===== src/rtl/alu_pkg.sv =====
// Shared types and helpers for the accumulator stage that sits behind the
// per-bit Logic slice array.
//   ACC_W      : datapath width the shift helper is built for
//   op_e       : 3-bit command encoding
//   state_e    : sequencer states
//   shift_step : one 1-bit step of SHL / SHR / ROL
package alu_pkg;

    localparam int ACC_W = 8;

    typedef enum logic [2:0] {
        OP_NOP   = 3'b000,
        OP_LOAD  = 3'b001,
        OP_LOGIC = 3'b010,
        OP_CLEAR = 3'b011,
        OP_SHL   = 3'b100,
        OP_SHR   = 3'b101,
        OP_ROL   = 3'b110,
        OP_INC   = 3'b111
    } op_e;

    typedef enum logic [0:0] {
        ST_IDLE  = 1'b0,
        ST_SHIFT = 1'b1
    } state_e;

    // One serial step; non-shift op codes pass the value through unchanged.
    function automatic logic [ACC_W-1:0] shift_step(input logic [ACC_W-1:0] acc,
                                                    input op_e op);
        logic [ACC_W-1:0] res;
        res = acc;
        case (op)
            OP_SHL:  res = {acc[ACC_W-2:0], 1'b0};
            OP_SHR:  res = {1'b0, acc[ACC_W-1:1]};
            OP_ROL:  res = {acc[ACC_W-2:0], acc[ACC_W-1]};
            default: res = acc;
        endcase
        return res;
    endfunction

endpackage


===== src/rtl/alu_accumulator_if.sv =====
// Command / status bundle of the accumulator stage.
//   master : command source (drives op_valid, op_code, h_in, din, shamt)
//   slave  : the accumulator (drives op_ready, acc, zero, busy, done)
interface alu_accumulator_if #(
    parameter int WIDTH   = 8,
    parameter int SHAMT_W = $clog2(WIDTH)
);
    logic               op_valid;
    logic               op_ready;
    logic [2:0]         op_code;
    logic [WIDTH-1:0]   h_in;
    logic [WIDTH-1:0]   din;
    logic [SHAMT_W-1:0] shamt;
    logic [WIDTH-1:0]   acc;
    logic               zero;
    logic               busy;
    logic               done;

    modport master (
        output op_valid, op_code, h_in, din, shamt,
        input  op_ready, acc, zero, busy, done
    );

    modport slave (
        input  op_valid, op_code, h_in, din, shamt,
        output op_ready, acc, zero, busy, done
    );
endinterface


===== src/rtl/alu_accumulator.sv =====
// Accumulator register stage of the logic unit. acc feeds the Ai inputs of
// the Logic slices; their H vector comes back on h_in. Single-cycle ops
// update acc on the accept edge; shifts of n>=2 bits run serially in SHIFT.
//   clk, rst_n : clock (rising edge) and asynchronous active-low reset
//   bus        : command handshake (op_valid/op_ready), operands, and
//                status outputs acc, zero, busy, done
module alu_accumulator
    import alu_pkg::*;
#(
    parameter int WIDTH   = ACC_W,
    parameter int SHAMT_W = $clog2(WIDTH)
) (
    input  logic                clk,
    input  logic                rst_n,
    alu_accumulator_if.slave    bus
);

    state_e             state_r, state_nxt_s;
    op_e                shop_r, shop_nxt_s;
    op_e                op_s;
    logic [SHAMT_W-1:0] cnt_r, cnt_nxt_s;
    logic [WIDTH-1:0]   acc_r, acc_nxt_s;
    logic               done_r, done_nxt_s;

    assign op_s = op_e'(bus.op_code);

    // Sequencer and datapath mux: accept in IDLE, one serial step per edge in SHIFT.
    always_comb begin
        state_nxt_s = state_r;
        shop_nxt_s  = shop_r;
        cnt_nxt_s   = cnt_r;
        acc_nxt_s   = acc_r;
        done_nxt_s  = 1'b0;
        case (state_r)
            ST_IDLE: begin
                if (bus.op_valid) begin
                    done_nxt_s = 1'b1;
                    case (op_s)
                        OP_NOP:   acc_nxt_s = acc_r;
                        OP_LOAD:  acc_nxt_s = bus.din;
                        OP_LOGIC: acc_nxt_s = bus.h_in;
                        OP_CLEAR: acc_nxt_s = {WIDTH{1'b0}};
                        OP_INC:   acc_nxt_s = acc_r + WIDTH'(1);
                        OP_SHL, OP_SHR, OP_ROL: begin
                            if (bus.shamt == {SHAMT_W{1'b0}}) begin
                                acc_nxt_s = acc_r;
                            end else begin
                                // Accept edge already performs the first step.
                                acc_nxt_s = shift_step(acc_r, op_s);
                                if (bus.shamt == SHAMT_W'(1)) begin
                                    done_nxt_s = 1'b1;
                                end else begin
                                    done_nxt_s  = 1'b0;
                                    state_nxt_s = ST_SHIFT;
                                    cnt_nxt_s   = bus.shamt - SHAMT_W'(1);
                                    shop_nxt_s  = op_s;
                                end
                            end
                        end
                        default:  acc_nxt_s = acc_r;
                    endcase
                end else begin
                    done_nxt_s = 1'b0;
                end
            end
            ST_SHIFT: begin
                acc_nxt_s = shift_step(acc_r, shop_r);
                cnt_nxt_s = cnt_r - SHAMT_W'(1);
                if (cnt_r == SHAMT_W'(1)) begin
                    state_nxt_s = ST_IDLE;
                    done_nxt_s  = 1'b1;
                end else begin
                    state_nxt_s = ST_SHIFT;
                end
            end
            default: begin
                state_nxt_s = ST_IDLE;
                cnt_nxt_s   = {SHAMT_W{1'b0}};
            end
        endcase
    end

    // State, counter, accumulator and done registers; reset aborts any shift.
    always_ff @(posedge clk or negedge rst_n) begin
        if (!rst_n) begin
            state_r <= ST_IDLE;
            shop_r  <= OP_NOP;
            cnt_r   <= {SHAMT_W{1'b0}};
            acc_r   <= {WIDTH{1'b0}};
            done_r  <= 1'b0;
        end else begin
            state_r <= state_nxt_s;
            shop_r  <= shop_nxt_s;
            cnt_r   <= cnt_nxt_s;
            acc_r   <= acc_nxt_s;
            done_r  <= done_nxt_s;
        end
    end

    // Status depends only on registered state, so ready never follows valid.
    assign bus.acc      = acc_r;
    assign bus.zero     = (acc_r == {WIDTH{1'b0}});
    assign bus.op_ready = (state_r == ST_IDLE);
    assign bus.busy     = (state_r == ST_SHIFT);
    assign bus.done     = done_r;

endmodule


===== src/flat_wrapper.sv =====
// flat-port wrapper written by rule: the top's interface ports become plain ports
module alu_accumulator_flat import alu_pkg::*;
#(
    parameter int WIDTH   = ACC_W,
    parameter int SHAMT_W = $clog2(WIDTH)
)
  (clk, rst_n, bus_op_valid, bus_op_code, bus_h_in, bus_din, bus_shamt, bus_op_ready, bus_acc, bus_zero, bus_busy, bus_done);
  alu_accumulator_if #(.WIDTH(WIDTH), .SHAMT_W(SHAMT_W)) bus_i ();
  input  logic clk;
  input  logic rst_n;
  input wire logic [$bits(bus_i.op_valid)-1:0] bus_op_valid;
  input wire logic [$bits(bus_i.op_code)-1:0] bus_op_code;
  input wire logic [$bits(bus_i.h_in)-1:0] bus_h_in;
  input wire logic [$bits(bus_i.din)-1:0] bus_din;
  input wire logic [$bits(bus_i.shamt)-1:0] bus_shamt;
  output wire logic [$bits(bus_i.op_ready)-1:0] bus_op_ready;
  output wire logic [$bits(bus_i.acc)-1:0] bus_acc;
  output wire logic [$bits(bus_i.zero)-1:0] bus_zero;
  output wire logic [$bits(bus_i.busy)-1:0] bus_busy;
  output wire logic [$bits(bus_i.done)-1:0] bus_done;
  assign bus_i.op_valid = bus_op_valid;
  assign bus_i.op_code = bus_op_code;
  assign bus_i.h_in = bus_h_in;
  assign bus_i.din = bus_din;
  assign bus_i.shamt = bus_shamt;
  assign bus_op_ready = bus_i.op_ready;
  assign bus_acc = bus_i.acc;
  assign bus_zero = bus_i.zero;
  assign bus_busy = bus_i.busy;
  assign bus_done = bus_i.done;
  alu_accumulator #(.WIDTH(WIDTH), .SHAMT_W(SHAMT_W)) u_core (.clk(clk), .rst_n(rst_n), .bus(bus_i));
endmodule

===== config.mk =====
export PLATFORM = sky130hd
export DESIGN_NAME = alu_accumulator_flat
export DESIGN_NICKNAME = d
export VERILOG_FILES = /design/src/rtl/alu_pkg.sv /design/src/rtl/alu_accumulator_if.sv /design/src/rtl/alu_accumulator.sv /design/src/flat_wrapper.sv
export SDC_FILE = /design/constraint.sdc
export NUM_CORES = 1
export LEC_CHECK = 0
export BUFFER_PORTS_ARGS = -buffer_cell sky130_fd_sc_hd__buf_2
export CAP_MARGIN = 10
export CORE_MARGIN = 2
export CORE_UTILIZATION = 55
export CTS_CLUSTER_DIAMETER = 100
export DETAILED_ROUTE_END_ITERATION = 12
export GPL_ROUTABILITY_DRIVEN = 0
export GPL_TIMING_DRIVEN = 0
export PLACE_DENSITY = 0.88
export SLEW_MARGIN = 20
export SYNTH_ARGS = -nofsm -noshare
export SYNTH_HDL_FRONTEND = slang
export SYNTH_SLANG_ARGS = --single-unit

===== constraint.sdc =====
create_clock -name clk -period 1.6 [get_ports clk]
set_input_delay 0.08 -clock clk [delete_from_list [all_inputs] [get_ports clk]]
set_output_delay 0.08 -clock clk [all_outputs]
set_load 0.01 [all_outputs]

==> results of run 1 <==
logic make-up after synthesis:
| logic type | count (synthesis) | share of synthesized area (%) |
|---|---|---|
| AO/OA/AOI/OAI | 41 | 23.6 |
| XOR/XNOR | 5 | 2.62 |
| adder cells (fa/ha/maj) | 7 | 5.24 |
| buffers and inverters | 28 | 9.05 |
| flip-flops | 16 | 23.9 |
| multiplexers | 20 | 13.5 |
| AND/OR/NAND/NOR | 64 | 22.0 |
cells in the final DEF (no fill, tap or decap), types with 6 or more instances in the layout:
cell,n
inv_1,10
nor3_1,7
ha_1,6
nand2_1,9
nor2_1,6
o22ai_1,6
dfrtp_1,14
mux2i_1,11
nand3_1,17
buf_4,16
buf_2,40
what timing repair did:
action	in CTS	in global routing
setup buffers	7	3
resized for setup	4	7
hold buffers	1	0
endpoints found under the hold margin	16	0
pin swaps	1	3
endpoints found under the setup margin	9	8
cell type report:
| cell class | instances | area [sq um] |
|---|---|---|
| Tap cell | 33 | 41.3 |
| Timing Repair Buffer | 46 | 260 |
| Multi-Input combinational cell | 137 | 1140 |
| Inverter | 11 | 41.3 |
| Clock buffer | 4 | 36.3 |
| Buffer | 16 | 111 |
| Sequential cell | 16 | 403 |
| Fill cell | 252 | 940 |
cell usage after synthesis (2+ instances only):
| cell type | count | share of area [%] |
|---|---|---|
| buf_6 | 3 | 2.0 |
| clkbuf_1 | 2 | 0.45 |
| a21boi_0 | 5 | 2.2 |
| and3_1 | 2 | 0.75 |
| a221o_1 | 2 | 1.2 |
| dfrtp_1 | 16 | 24 |
| a211oi_1 | 2 | 0.90 |
| xnor2_1 | 3 | 1.6 |
| o21ai_0 | 2 | 0.60 |
| nor2_1 | 6 | 1.3 |
| o211a_1 | 3 | 1.8 |
| o311ai_1 | 2 | 1.0 |
| nand2b_4 | 2 | 1.6 |
| mux2_1 | 2 | 1.3 |
| ha_1 | 7 | 5.2 |
| nor4_1 | 3 | 1.1 |
| inv_1 | 11 | 2.5 |
| nand2b_1 | 2 | 0.75 |
| nor3_1 | 7 | 2.1 |
| mux2i_1 | 11 | 6.6 |
| xor2_1 | 2 | 1.0 |
| buf_4 | 4 | 1.8 |
| nand3b_1 | 3 | 1.3 |
| mux2_2 | 5 | 3.4 |
| or3_1 | 4 | 1.5 |
| buf_2 | 6 | 1.8 |
| nand3_1 | 17 | 5.1 |
| nand2_1 | 9 | 2.0 |
| o211ai_2 | 3 | 2.2 |
| a31oi_1 | 4 | 1.5 |
| a21oi_1 | 3 | 0.90 |
| nor2b_1 | 3 | 1.1 |
| o22ai_1 | 6 | 2.2 |
worst paths after layout:
path                              startpoint                 to  cells after the start
setup / recovery           u_core.bus.acc[2]  u_core.bus.acc[5]                      5
hold / removal                    bus_din[0]  u_core.bus.acc[0]                      3
setup reg to reg           u_core.bus.acc[2]  u_core.bus.acc[5]                      5
hold reg to reg              u_core.cnt_r[0]    u_core.cnt_r[0]                      1
max in group asynchronous              rst_n  u_core.bus.acc[0]                      2
min in group asynchronous              rst_n  u_core.bus.acc[3]                      2
stage by stage:
| stage | power, W | std cells | setup TNS (ps) | cell area [sq um] |
|---|---|---|---|---|
| global placement | 0.00258 | 249 | -75.2 | 1890 |
| CTS | 0.00305 | 261 | 0 | 2000 |
| floorplan | 0.00215 | 181 | 0 | 1670 |
| detailed placement | 0.00264 | 249 | -198 | 1890 |
| global route | 0.00340 | 263 | -26.3 | 2040 |
| finish | 0.00315 | 263 | 0 | 2040 |
report_power, final:
| part | switching (W) | total, W | internal (W) |
|---|---|---|---|
| clock | 0.000136 | 0.000275 | 0.000139 |
| sequential | 0.000184 | 0.000777 | 0.000593 |
| combinational | 0.00112 | 0.00210 | 0.000979 |
| total | 0.00144 | 0.00315 | 0.00171 |
per-layer routing:
layer | track usage [%] | vias to the layer above | share of wire [%]
met2 | 50.0 | 73 | 51
met1 | 34.6 | 766 | 42
met4 | 3.90 | 0 | 1.1
li1 | - | 768 | -
met5 | 0 | - | 0
met3 | 5.46 | 8 | 6.0
sequential cells by signal, indices dropped and copies added (netlist names):
signal,count
u_core.bus.done,1
u_core.cnt_r,3
u_core.bus.acc,8
u_core.shop_r,3
u_core.bus.busy,1
worst max-delay path, cell delays in order (launching register included):
cell and delay, ps:
dfrtp_1 400, buf_4 190, nand3_1 110, o211a_1 240, o311ai_2 340, a31oi_1 130
==> results.yml, run 1 <==
status:
  status: "completed"
die:
  core_area_sq_um: 2980
  die_w_um: 59.2
  die_height_um: 59.2
  rows: 20
  io_pins: 37
  floorplan.initialDensity_pct: 56.2
  die_area_sq_um: 3500
route:
  num_vias: 1615
  drc: 0
  ant_nets: 0
  wire_per_inst_um: 16.5
  wirelength_mm: 4.35
  drt_iter0_drc: 109
  viasPerCell: 6.14
  drtPass1Iterations: 5
clock_network:
  cts_made_buffers: 3
  cts_sinks: 16
  root_buffer: "clkbuf_4"
  clockBufferDepth: 2
  cts.clk_slew.worst_paths_ps: 100
  cts_tree: "built"
  cts-htree-levels: 1
  clk_latency_ps: 290
layout:
  syn_to_final_growth_pct: 21.8
  diodes: 0
  fin_util_pct: 68.4
  drive_gt1_share_pct: 40.9
  nets: 263
global_route:
  antenna_found_initial: 0
  grt.total_usage_pct: 27.6
  grt_pass1_vias: 1572
  grt_max_degree: 17
  overflow: 0
  grt_pass1_wl_mm: 7.36
setup_path:
  end_kind: "register"
  critPathMaxFanout: 10
  required_ps: 1770
  r2r_setup_slack_ps: 60
  arrival_ps: 1710
  start_kind: "register"
  worstSetupPathType: "register to register"
sta:
  layout_min_cycle_time_ps: 1540
  min_period_over_period_pct: 96.3
  drv_slew: 0
  worstMarginPinSlew_ps: 412
  hold_viol: 0
  worst_slack_ps: 58.5
  hold_ws_ps: 150
  fmax_mhz: 649
  finClkSkew_ps: 5.77
  max-slew-margin-rel_pct: 72.3
  setup_viol: 0
synth:
  synthesis.area_sq_um: 1670
  yosysUniqueCellTypes: 52
  synth_edf_count: 0
  ys_seq_area_share_pct: 23.9
  synth_fp_nets: 213
  synth_warnings: 0
  synth-seq-cells: 16
  async_flop_share_pct: 100
  postSynthAreaPerCell_sq_um: 9.24
  synthFlopType: "dfrtp_1"
  syn_inst: 181
flow_run:
  cap_violations: 0
hold_path:
  min_path_type: "primary input to register"
place:
  dpl.hpwl_mm: 3.18
  port_buffers: 35
  pre_cts_ws_ps: -89.5
power:
  ir_drop_mv: 1.20
  leakage_nw: 0.973
  power_density_nw_per_um2: 1550
Note: power is estimated with default switching activity, not from simulation.
==> run 2: changes to the inputs <==
Settings changed: CORE_UTILIZATION 55 to 40, PLACE_DENSITY 0.88 to 0.71.
Clock period 1.6 ns to 1.4 ns, I/O delays scaled along.
==> run 2 against run 1 <==
Net effect: the flow now finishes with violations (setup timing); utilization is 11 points lower; first-iteration DRC count is the same; global-route usage fell by 6.6 points; sequential power increased by 23%; register-to-register slack got worse by 130 ps; via count grew 2.5%; highest routed layer unchanged; cell area grew 12%; clock-buffer cell count is the same; total power is 34% higher; cell count is 9.5% higher; critical path depth unchanged.
==> results.yml, run 2 (synthesis gave the netlist of run 1 again) <==
route:
  viasPerCell: 5.75
  drt_iter0_drc: 109
  num_vias: 1655
  drc: 0
  drtPass1Iterations: 4
  ant_nets: 0
  wire_per_inst_um: 16.7
  wirelength_mm: 4.81
die:
  core_area_sq_um: 4000
  floorplan.initialDensity_pct: 41.8
  io_pins: 37
  die_w_um: 68.7
  die_area_sq_um: 4720
  rows: 23
  die_height_um: 68.7
global_route:
  grt_max_degree: 17
  grt_pass1_vias: 1577
  antenna_found_initial: 0
  met3_usage_pct: 4.22
  overflow: 0
  met1_usage_pct: 24.7
  grt_pass1_wl_mm: 7.40
  grt.total_usage_pct: 21.1
  grt_use_met2_pct: 38.6
  grt-busiest-layer: "met2"
layout:
  stdcell_count: 288
  drive_gt1_share_pct: 48.3
  diodes: 0
  nets: 271
  largest_reg_flops: 8
  syn_to_final_growth_pct: 36.6
  final_cell_mix: "buf_2 (37), buf_4 (21), nand3_1 (12), dfrtp_1 (12), mux2i_1 (11)"
  layout_commonest_cell: "buf_2"
clock_network:
  cts_made_buffers: 3
  cts_sinks: 16
  cts_tree: "built"
  clockBufferDepth: 2
  clk_latency_ps: 240
  cts.clk_slew.worst_paths_ps: 60
  root_buffer: "clkbuf_8"
  cts-htree-levels: 1
hold_path:
  min_path_type: "primary input to register"
setup_path:
  path_cells: "buf_4 > nand2_1 > o211a_1 > o311ai_2 > a31oi_1"
  start_kind: "register"
  max_stage_delay_ps: 450
  required_ps: 1520
  cpMaxStageDelayCell: "dfrtp_2"
  critPathMaxFanout: 6
  cp_top_family: "compound AO/OA/AOI/OAI gates"
  end_kind: "register"
  worstSetupPathType: "register to register"
  arrival_ps: 1600
  critPathBufInv: 1
sta:
  finClkSkew_ps: 2.47
  worstMarginPinSlew_ps: 475
  drv_slew: 0
  layout_min_cycle_time_ps: 1480
  hold_ws_ps: 161
  setup_viol: 6
  min_period_over_period_pct: 105
  worst_slack_ps: -76.5
  fmax_mhz: 677
  hold_viol: 0
  rsz0062_at_grt: "true"
  setup_tns_ps: -240
  max-slew-margin-rel_pct: 68.3
place:
  port_buffers: 35
  place_inst: 266
  dpl.hpwl_mm: 3.19
power:
  total_power_w: 0.00423
  power_density_nw_per_um2: 1850
  leakage_nw: 1.04
  ir_drop_mv: 1.02
flow_run:
  cap_violations: 0
status:
  status: "finished with violations"
  violations: "setup timing"
==> run 2: cell types whose count changed in the layout (fill, tap and decap cells not counted), moves of 2 or more <==
cell and change:
ha_4 +2, buf_2 -3, dfrtp_2 +2, buf_4 +5, nand3_1 -5, dfrtp_1 -2
nand3_2 +4, clkbuf_8 +3, clkbuf_4 -3, buf_6 +6
==> run 2: worst paths after layout <==
path                                    from  cells past startpoint                end  slack, ps
hold reg to reg              u_core.cnt_r[0]                      1    u_core.cnt_r[0]        510
setup / recovery           u_core.bus.acc[1]                      5  u_core.bus.acc[5]        -80
setup reg to reg           u_core.bus.acc[1]                      5  u_core.bus.acc[5]        -80
max in group asynchronous              rst_n                      2    u_core.bus.busy        830
hold / removal                    bus_din[0]                      3  u_core.bus.acc[0]        160
min in group asynchronous              rst_n                      2  u_core.bus.acc[3]        270
==> run 2: layout make-up <==
cell class | count | area, sq um
repair buffers | 55 | 335
well taps | 50 | 62.6
clock buffers | 4 | 55.1
inverters | 11 | 41.3
flip-flops and latches | 16 | 405
fillers | 359 | 1710
multi-input cells | 137 | 1260
plain buffers | 15 | 126
==> run 2: power by group <==
group          switching, W  internal [W]  total [W]
combinational       0.00146       0.00141    0.00288
clock              0.000156      0.000249   0.000405
sequential         0.000267      0.000687   0.000954
total               0.00189       0.00235    0.00423
==> run 2: tightest hold or removal path, cell delays in order <==
cell and delay (ps):
buf_2 110, a2111oi_4 70, o22ai_2 110
==> run 2: layer usage <==
metal / up-vias / routed length, um
met2: 72 / 2430
met4: 0 / 61
met1: 795 / 1930
met3: 6 / 390
met5: - / 0
li1: 782 / -
==> run 2: through the flow <==
stage / util [%] / area, sq um / setup WS, ps
floorplan: - / 1690 / -17.1
global placement: 48.2 / 1930 / -226
finish: 57.1 / 2290 / -76.5
detailed placement: 48.2 / 1930 / -245
CTS: 55.2 / 2210 / -28.4
global route: 57.1 / 2290 / -120
==> run 2: repair_timing <==
item | CTS | global route
endpoints found under the hold margin | 16 | 0
pin swaps | 9 | 14
hold buffers | 1 | 0
buffers inserted | 14 | 5
resized for setup | 23 | 10
setup endpoints to repair | 10 | 10
